===== src/rtl/fc_pkg.sv =====
// Shared types and constants for the FC classifier feeder.
// Latency: n/a (package only).
// Backpressure: n/a (package only).
package fc_pkg;

  localparam int FC_LANES  = 4;
  localparam int FC_DW     = 8;
  localparam int FC_NFEAT  = 64;
  localparam int FC_NBEATS = 16;

  typedef logic signed [FC_LANES-1:0][FC_DW-1:0] fc_beat_t;

  typedef enum logic [1:0] {
    FILL   = 2'd0,
    STREAM = 2'd1,
    WAIT   = 2'd2,
    DONE   = 2'd3
  } fc_feed_state_e;

  localparam logic [1:0] CLS_NORMAL   = 2'd0;
  localparam logic [1:0] CLS_ABNORMAL = 2'd1;

endpackage


===== src/rtl/fc_feat_buf.sv =====
// Feature buffer: byte-wide writes, LANES-byte-wide reads (one FC beat).
// Latency: write visible the cycle after we_i; read is combinational from beat index.
// Backpressure: none, always accepts writes; the owner sequences access.
// Ports: clk_i; we_i/waddr_i/wdata_i write port; rbeat_i read beat index;
//        rdata_o LANES packed bytes (lane k = byte LANES*beat+k).
// With FC_FEEDER_PINGPONG_EN defined, two banks selected by wbank_i / rbank_i.
module fc_feat_buf
  import fc_pkg::*;
#(
  parameter int N_FEAT = FC_NFEAT,
  parameter int LANES  = FC_LANES,
  parameter int DW     = FC_DW
) (
  input  logic                                clk_i,
  input  logic                                we_i,
  input  logic [$clog2(N_FEAT)-1:0]           waddr_i,
  input  logic [DW-1:0]                       wdata_i,
`ifdef FC_FEEDER_PINGPONG_EN
  input  logic                                wbank_i,
  input  logic                                rbank_i,
`endif
  input  logic [$clog2(N_FEAT/LANES)-1:0]     rbeat_i,
  output logic signed [LANES-1:0][DW-1:0]     rdata_o
);

  localparam int LW = $clog2(LANES);
`ifdef FC_FEEDER_PINGPONG_EN
  localparam int NBANK = 2;
`else
  localparam int NBANK = 1;
`endif
  localparam int TW = $clog2(NBANK*N_FEAT);

  logic [DW-1:0]    mem_q [NBANK*N_FEAT];
  logic [TW-1:0]    waddr;
  logic [TW-LW-1:0] rrow;

`ifdef FC_FEEDER_PINGPONG_EN
  assign waddr = {wbank_i, waddr_i};
  assign rrow  = {rbank_i, rbeat_i};
`else
  assign waddr = waddr_i;
  assign rrow  = rbeat_i;
`endif

  // Storage needs no reset: the owner's write pointer decides what is valid.
  always_ff @(posedge clk_i) begin
    if (we_i) mem_q[waddr] <= wdata_i;
  end

  always_comb begin
    for (int k = 0; k < LANES; k++) begin
      rdata_o[k] = mem_q[{rrow, LW'(k)}];
    end
  end

endmodule


===== src/rtl/fc_feeder.sv =====
// Feeder for the FC classifier: gathers N_FEAT bytes, streams N_FEAT/LANES beats, collects class.
// Latency: first beat the cycle after byte N_FEAT-1 is accepted; res_valid 2 cycles after last beat.
// Backpressure: s_ready only in FILL (ping-pong build: while write bank not full); no FC stalls.
// Ports: clk, rst (sync, active-high); s_valid/s_data/s_ready upstream byte stream;
//        fc_en/fc_in to FC layer, fc_flag/fc_class from it; res_valid/res_class/res_err result;
//        busy = frame activity. Optional build macro: FC_FEEDER_PINGPONG_EN (two buffer banks).
module fc_feeder
  import fc_pkg::*;
#(
  parameter int N_FEAT   = FC_NFEAT,
  parameter int LANES    = FC_LANES,
  parameter int DW       = FC_DW,
  parameter int WAIT_MAX = 4
) (
  input  logic                            clk,
  input  logic                            rst,
  input  logic                            s_valid,
  input  logic signed [DW-1:0]            s_data,
  output logic                            s_ready,
  output logic                            fc_en,
  output logic signed [LANES-1:0][DW-1:0] fc_in,
  input  logic                            fc_flag,
  input  logic [1:0]                      fc_class,
  output logic                            res_valid,
  output logic [1:0]                      res_class,
  output logic                            res_err,
  output logic                            busy
);

  localparam int N_BEATS = N_FEAT / LANES;
  localparam int PW      = $clog2(N_FEAT);
  localparam int BW      = $clog2(N_BEATS);
  localparam int WW      = $clog2(WAIT_MAX + 1);

  fc_feed_state_e state_q, state_d;
  logic [PW-1:0]  wr_ptr_q, wr_ptr_d;
  logic [BW-1:0]  beat_q, beat_d;
  logic [WW-1:0]  wait_q, wait_d;
  logic [1:0]     res_class_q, res_class_d;
  logic           res_err_q, res_err_d;
  logic           acc, last_byte;
  logic signed [LANES-1:0][DW-1:0] rd_beat;
`ifdef FC_FEEDER_PINGPONG_EN
  logic           wbank_q, wbank_d, rbank_q, rbank_d;
  logic [1:0]     full_q, full_d;
`endif

  // Upstream handshake and output decode; rst gates everything to idle immediately.
`ifdef FC_FEEDER_PINGPONG_EN
  assign s_ready = !rst && !full_q[wbank_q];
  assign busy    = !rst && ((|full_q) || (wr_ptr_q != '0) || (state_q != FILL));
`else
  assign s_ready = !rst && (state_q == FILL);
  assign busy    = !rst && !((state_q == FILL) && (wr_ptr_q == '0));
`endif
  assign acc       = s_valid && s_ready;
  assign last_byte = acc && (wr_ptr_q == PW'(N_FEAT - 1));
  assign fc_en     = !rst && ((state_q == STREAM) || (state_q == WAIT));
  assign fc_in     = (!rst && (state_q == STREAM)) ? rd_beat : '0;
  assign res_valid = !rst && (state_q == DONE);
  assign res_class = res_class_q;
  assign res_err   = res_err_q;

  fc_feat_buf #(.N_FEAT(N_FEAT), .LANES(LANES), .DW(DW)) u_buf (
    .clk_i   (clk),
    .we_i    (acc),
    .waddr_i (wr_ptr_q),
    .wdata_i (s_data),
`ifdef FC_FEEDER_PINGPONG_EN
    .wbank_i (wbank_q),
    .rbank_i (rbank_q),
`endif
    .rbeat_i (beat_q),
    .rdata_o (rd_beat)
  );

  always_comb begin
    state_d     = state_q;
    wr_ptr_d    = wr_ptr_q;
    beat_d      = beat_q;
    wait_d      = wait_q;
    res_class_d = res_class_q;
    res_err_d   = res_err_q;
`ifdef FC_FEEDER_PINGPONG_EN
    wbank_d     = wbank_q;
    rbank_d     = rbank_q;
    full_d      = full_q;
    if (last_byte) full_d[wbank_q] = 1'b1;
`endif
    // Pointer width is exactly log2(N_FEAT), so byte N_FEAT-1 wraps to 0.
    if (acc) wr_ptr_d = wr_ptr_q + 1'b1;

    case (state_q)
      FILL: begin
`ifdef FC_FEEDER_PINGPONG_EN
        // Read bank is free in FILL; start streaming once the write bank is full.
        if (full_q[wbank_q]) begin
          state_d = STREAM;
          beat_d  = '0;
          rbank_d = wbank_q;
          wbank_d = !wbank_q;
        end
`else
        if (last_byte) begin
          state_d = STREAM;
          beat_d  = '0;
        end
`endif
      end
      STREAM: begin
        // fc_flag deliberately ignored while beats are still going out.
        beat_d = beat_q + 1'b1;
        if (beat_q == BW'(N_BEATS - 1)) begin
          state_d = WAIT;
          beat_d  = '0;
          wait_d  = '0;
        end
      end
      WAIT: begin
        if (fc_flag) begin
          res_class_d = fc_class;
          res_err_d   = 1'b0;
          state_d     = DONE;
        end else if (wait_q == WW'(WAIT_MAX - 1)) begin
          res_class_d = CLS_NORMAL;
          res_err_d   = 1'b1;
          state_d     = DONE;
        end else begin
          wait_d = wait_q + 1'b1;
        end
      end
      DONE: begin
        state_d = FILL;
`ifdef FC_FEEDER_PINGPONG_EN
        full_d[rbank_q] = 1'b0;
        if (full_q[wbank_q]) begin
          state_d = STREAM;
          beat_d  = '0;
          rbank_d = wbank_q;
          wbank_d = !wbank_q;
        end
`endif
      end
      default: state_d = FILL;
    endcase
  end

  always_ff @(posedge clk) begin
    if (rst) begin
      state_q     <= FILL;
      wr_ptr_q    <= '0;
      beat_q      <= '0;
      wait_q      <= '0;
      res_class_q <= '0;
      res_err_q   <= 1'b0;
`ifdef FC_FEEDER_PINGPONG_EN
      wbank_q     <= 1'b0;
      rbank_q     <= 1'b1;
      full_q      <= '0;
`endif
    end else begin
      state_q     <= state_d;
      wr_ptr_q    <= wr_ptr_d;
      beat_q      <= beat_d;
      wait_q      <= wait_d;
      res_class_q <= res_class_d;
      res_err_q   <= res_err_d;
`ifdef FC_FEEDER_PINGPONG_EN
      wbank_q     <= wbank_d;
      rbank_q     <= rbank_d;
      full_q      <= full_d;
`endif
    end
  end

endmodule


===== config.mk =====
export PLATFORM = sky130hd
export DESIGN_NAME = fc_feeder
export DESIGN_NICKNAME = d
export VERILOG_FILES = /design/src/rtl/fc_pkg.sv /design/src/rtl/fc_feat_buf.sv /design/src/rtl/fc_feeder.sv
export SDC_FILE = /design/constraint.sdc
export NUM_CORES = 1
export LEC_CHECK = 0
export ABC_AREA = 1
export CORE_ASPECT_RATIO = 1.2
export CORE_MARGIN = 4
export CORE_UTILIZATION = 50
export DETAILED_ROUTE_END_ITERATION = 6
export GPL_ROUTABILITY_DRIVEN = 0
export PLACE_DENSITY = 0.66
export SLEW_MARGIN = 30
export SYNTH_ARGS = -nofsm -noshare
export SYNTH_HDL_FRONTEND = slang
export SYNTH_SLANG_ARGS = --single-unit
export TNS_END_PERCENT = 5

===== constraint.sdc =====
create_clock -name clk -period 2.15 [get_ports clk]
set_input_delay 0.645 -clock clk [delete_from_list [all_inputs] [get_ports clk]]
set_output_delay 0.645 -clock clk [all_outputs]
set_load 0.03 [all_outputs]

* Yosys cells after proc, flatten, opt, wreduce, memory -nomap -nowiden
Memories as Yosys holds them, arrays and structs flattened. A register that Yosys moved wholly into a read port is not among the register bits.
Cells that the tools add are included.
** Word-level totals
- RAM bits :: 512
- Flip-flop bits (word level) :: 18
- Memories :: 1
- Output and inout port bits :: 39
** Cells by class
- Mux-type cells :: 27
- Add/subtract/negate cells :: 3
- Reduce and logical (&&, ||, !) cells :: 20
- Equality and inequality tests :: 11
** Memories
- u_buf.mem_q :: words 64, width 8, rd ports 4, clocked after Yosys merged registers in 4, wr ports 1, line fc_feat_buf.sv:34 : logic [DW-1:0] mem_q [NBANK*N_FEAT];
** Operators by type and width (count)
- $mux W6 :: 8
- $mux W32 :: 1
- $mux W2 :: 6
- $mux W3 :: 3
- $logic_and A1 B1 Y1 :: 8
- $mux W4 :: 2
- $pmux W2 S4 :: 1
- $pmux W4 S2 :: 1
- $add A6 B1 Y6 const B :: 1
- $eq A6 B6 Y1 const B :: 1
- $logic_not A6 Y1 :: 1
- $ne A2 B2 Y1 const B :: 3
- $pmux W3 S2 :: 1
- $reduce_bool A2 Y1 :: 3
- $add A4 B1 Y4 const B :: 1
- $eq A2 B2 Y1 const B :: 2
- $eq A4 B4 Y1 const B :: 1
- $mux W1 :: 4
- $reduce_and A2 Y1 :: 2
- $reduce_and A4 Y1 :: 1
- $add A3 B1 Y3 const B :: 1
- $eq A3 B2 Y1 const B :: 1
- $ne A3 B2 Y1 const B :: 1
- $reduce_and A3 Y1 :: 1
- other kinds (5) :: 6

* Logic depth before layout (Yosys ltp)
- Depth in word-level cells :: 8
- Depth in mapped cells :: 11
- Gate-level depth less buffers :: 10

* Modules after synthesis
From an unflattened synthesis, not the netlist that was laid out.
** Unflattened totals
- Cells, all modules :: 2360
- Area total of the unflattened synthesis :: 23631.4 sq um
** Modules (own cells, without submodules)
- fc_feat_buf :: seq. area each 15374.7 sq um, cells an instance 2151, times used 1, area an instance 22362.7 sq um
- fc_feeder :: seq. area each 360.3 sq um, cells an instance 209, times used 1, area an instance 1268.7 sq um

* Least setup slack after synthesis
Ideal clock, no wire load.
- Kind :: flip-flop to output port
- Start point :: register with a tool-made name
- End point :: output port fc_in[2] (netlist bit)
- Slack :: 0 ps
- Cell stages (with the launch flop) :: 10
- Buffers on the path :: 3
- Arrival time :: 1505 ps
- Data required time :: 1505 ps
- Cell sequence :: dfxtp_1 > buf_6 > inv_6 > buf_6 > buf_6 > nand2_1 > nand3_1 > nand3_1 > nand3_1 > a21oi_1
** RTL lines
- end: declaration :: line fc_feeder.sv:21 : output logic signed [LANES-1:0][DW-1:0] fc_in,

==> out/metrics.cfg <==
[yosys]
synth_top_area_frac = 0.6649
synth_edf_count = 512
syn_area_per_cell_um2 = 10.32
synth_area_leader_cell = edfxtp_1
yosys_warnings = 0
ys_ff_latch = 534
ys_top_cells_by_area = edfxtp_1 (66%), nand2_1 (13%), nand3_1 (7.3%)
seq_area_frac_synth = 0.6839
synth_area_um2 = 23120
syn_inst = 2240
synthArstFlopShare = 0
syn-num-nets = 2264
synth_common_cells = nand2_1 (816), edfxtp_1 (512), nand3_1 (338)
yosys.cell_count.top_type = nand2_1
synth.distinct_cells = 24
ys.flop_type = edfxtp_1

[timing]
clock.fmax_mhz = 345.0
rsz0062_at_grt = true
fin_worst_skew_ps = 11.70
setup_viol_count_final = 35
setup_slack_ps = -748.8
hold_violations = 0
worst_slew_pin_slew_ps = 644.5
slew_headroom = 0.5699
slew_viol_final = 0
period_share = 1.348
finalCriticalPeriod_ps = 2899

[floorplanning]
std_cell_rows = 86
ioPinCount = 53
initial_core_util = 0.5045
dieArea_um2 = 49770
die_x_um = 204.3
coreArea_um2 = 45840
die_h_um = 243.6

[layout]
layout.nets = 2461
diodes = 0
final_area_um2 = 28830
drive_above_1_share = 0.1967
area_growth_pct = 24.66

[grt]
grt.total_usage = 0.2336
grt_pass1_vias = 15963
antenna_found_initial = 0
grt_first_pass_wirelength_mm = 90.47
grt_overflow = 0
grt_max_degree = 65

[clock_network]
cts.hold.buffers_added = 0
root_buffer = clkbuf_16
cts_tree = done
cts.clk_slew.worst_paths_ps = 60
cts_max_level = 2
cts_sinks = 534
cts-buffers-inserted = 52
clk_path_buf_depth = 3
clkLatencyLatePin_ps = 590

[run_status]
violations = negative setup slack
status = finished, violations left

[placed_design]
portBuffers = 52
place_area_um2 = 25550
hpwl_mm = 35.19
pre_cts_ws_ps = -657.5

[critical_path]
cp.required_ps = 1500
worstReg2RegStart = state_q[0]$_SDFFE_PP0P_
crit_path_end = fc_in[22]
worst_setup_path_start_kind = flop
critPathKind = reg -> out
r2r_slack_ps = 240
end_kind = primary output
cp_max_fo = 14
reg2reg_depth = 9
cp.arrival_ps = 2250
timing.rr.end = u_buf.mem_q[48][6]$_DFFE_PP_

[routing]
dr.pass1.iters = 7
wire_per_inst_um = 19.73
route.detailed.drc = 0
drt_iter0_markers = 1559
postRouteAntennaNets = 0
post_drt_via_cell_ratio = 5.347
wl_mm = 61.02
dr_total_vias = 16533

[power]
power.density_nw_per_um2 = 704.7
power_leakage_uw = 0.01181
vdd_ir_drop_max_v = 0.0006456

[job]
max_cap_viol_count = 0

[worst_hold_path]
min_path_type = in -> reg

## layout make-up
| class | count | area (um2) |
|---|---|---|
| fill | 3516 | 17010 |
| sequential | 534 | 15830 |
| multi-input combinational | 1307 | 6412 |
| timing repair buffer | 253 | 3114 |
| clock buffer | 75 | 1438 |
| inverter | 287 | 1096 |
| tap | 616 | 770.7 |
| clock inverter | 18 | 136.4 |
| timing repair inverter | 2 | 27.53 |
## metrics by stage
stage	total power (uW)	hold slack (ps)	std cells	utilization	setup TNS [ps]
5_1_grt	20880	381.4	3092	0.6289	-24210
3_5_place_dp	11990	458.6	2967	0.5573	-152260
3_3_place_gp	11980	454.5	2967	0.5573	-136530
4_1_cts	20430	371.4	3065	0.6026	-22880
6_report	20310	396.7	3092	0.6289	-21700
2_1_floorplan	11690	455.0	2240	-	0
## per-layer routing
layer / part of all wire / global-route usage
met5: 0 / 0
met4: 0.032 / 0.08240
met3: 0.075 / 0.03368
met2: 0.49 / 0.3845
met1: 0.40 / 0.3207
## worst min-delay path by stage
stage	depth (start not counted)	from	slack [ps]	endpoint
6_report	1	s_data[1]	400	u_buf.mem_q[43][1]$_DFFE_PP_
4_1_cts	1	s_data[1]	370	u_buf.mem_q[43][1]$_DFFE_PP_
3_3_place_gp	2	res_class[1]$_SDFFE_PP0P_	450	res_class[1]$_SDFFE_PP0P_
5_1_grt	1	s_data[1]	380	u_buf.mem_q[43][1]$_DFFE_PP_
3_5_place_dp	2	res_class[1]$_SDFFE_PP0P_	460	res_class[1]$_SDFFE_PP0P_
2_1_floorplan	2	wait_q[2]$_SDFFE_PP0P_	460	wait_q[2]$_SDFFE_PP0P_
## registers in the layout, indices dropped and copies added, names as in the netlist, named ones only
name,cells
wr_ptr_q,6
wait_q,3
u_buf.mem_q,512
beat_q,4
res_class,2
state_q,2
res_err,1
## layout by cell type, fill, tap and decap left out, types with 2 or more instances in the layout
cell,count
clkinv_8,2
buf_2,8
ha_1,9
edfxtp_1,512
a21oi_4,16
inv_2,4
nand3_4,7
dfxtp_1,14
buf_4,135
dfxtp_4,3
o21ai_0,5
clkinv_2,7
dlygate4sd2_1,4
clkbuf_8,5
inv_1,281
a21oi_1,17
clkdlybuf4s50_1,4
nand2_2,5
buf_12,62
dfxtp_2,5
nand3_1,221
nor2_2,3
inv_16,2
a21oi_2,14
clkinv_1,7
nand2_1,812
clkbuf_16,66
nand3_2,111
buf_16,6
clkbuf_1,18
buf_6,19
nor2_1,82
## power breakdown
part / total (uW) / internal, uW / switching (uW)
clock: 8540 / 4760 / 3780
combinational: 368 / 87.1 / 281
sequential: 11400 / 11400 / 6.09
## worst max-delay path, cell delays in order, from the launching register on
cell	delay (ps)
dfxtp_4	370
buf_6	140
clkbuf_16	170
buf_16	160
nand2_2	70
nand3_1	90
nand3_2	110
nand3_1	110
a21oi_2	190
buf_4	150
buf_12	110
## what timing repair did
action | 4_1_cts | 5_1_grt
gates resized for setup | 110 | 137
setup buffers | 3 | 11
cloned | 2 | 16
pin swaps | 15 | 46
endpoints found under the setup margin | 39 | 35
## cells by family after synthesis
| logic type | share of synthesized area |
|---|---|
| XOR/XNOR | 0.0003788 |
| buffers and inverters | 0.07797 |
| adder cells (fa/ha/maj) | 0.005411 |
| AO/OA/AOI/OAI | 0.01163 |
| AND/OR/NAND/NOR | 0.2207 |
| flip-flops | 0.6839 |
Note: power is estimated with default switching activity, not from simulation.
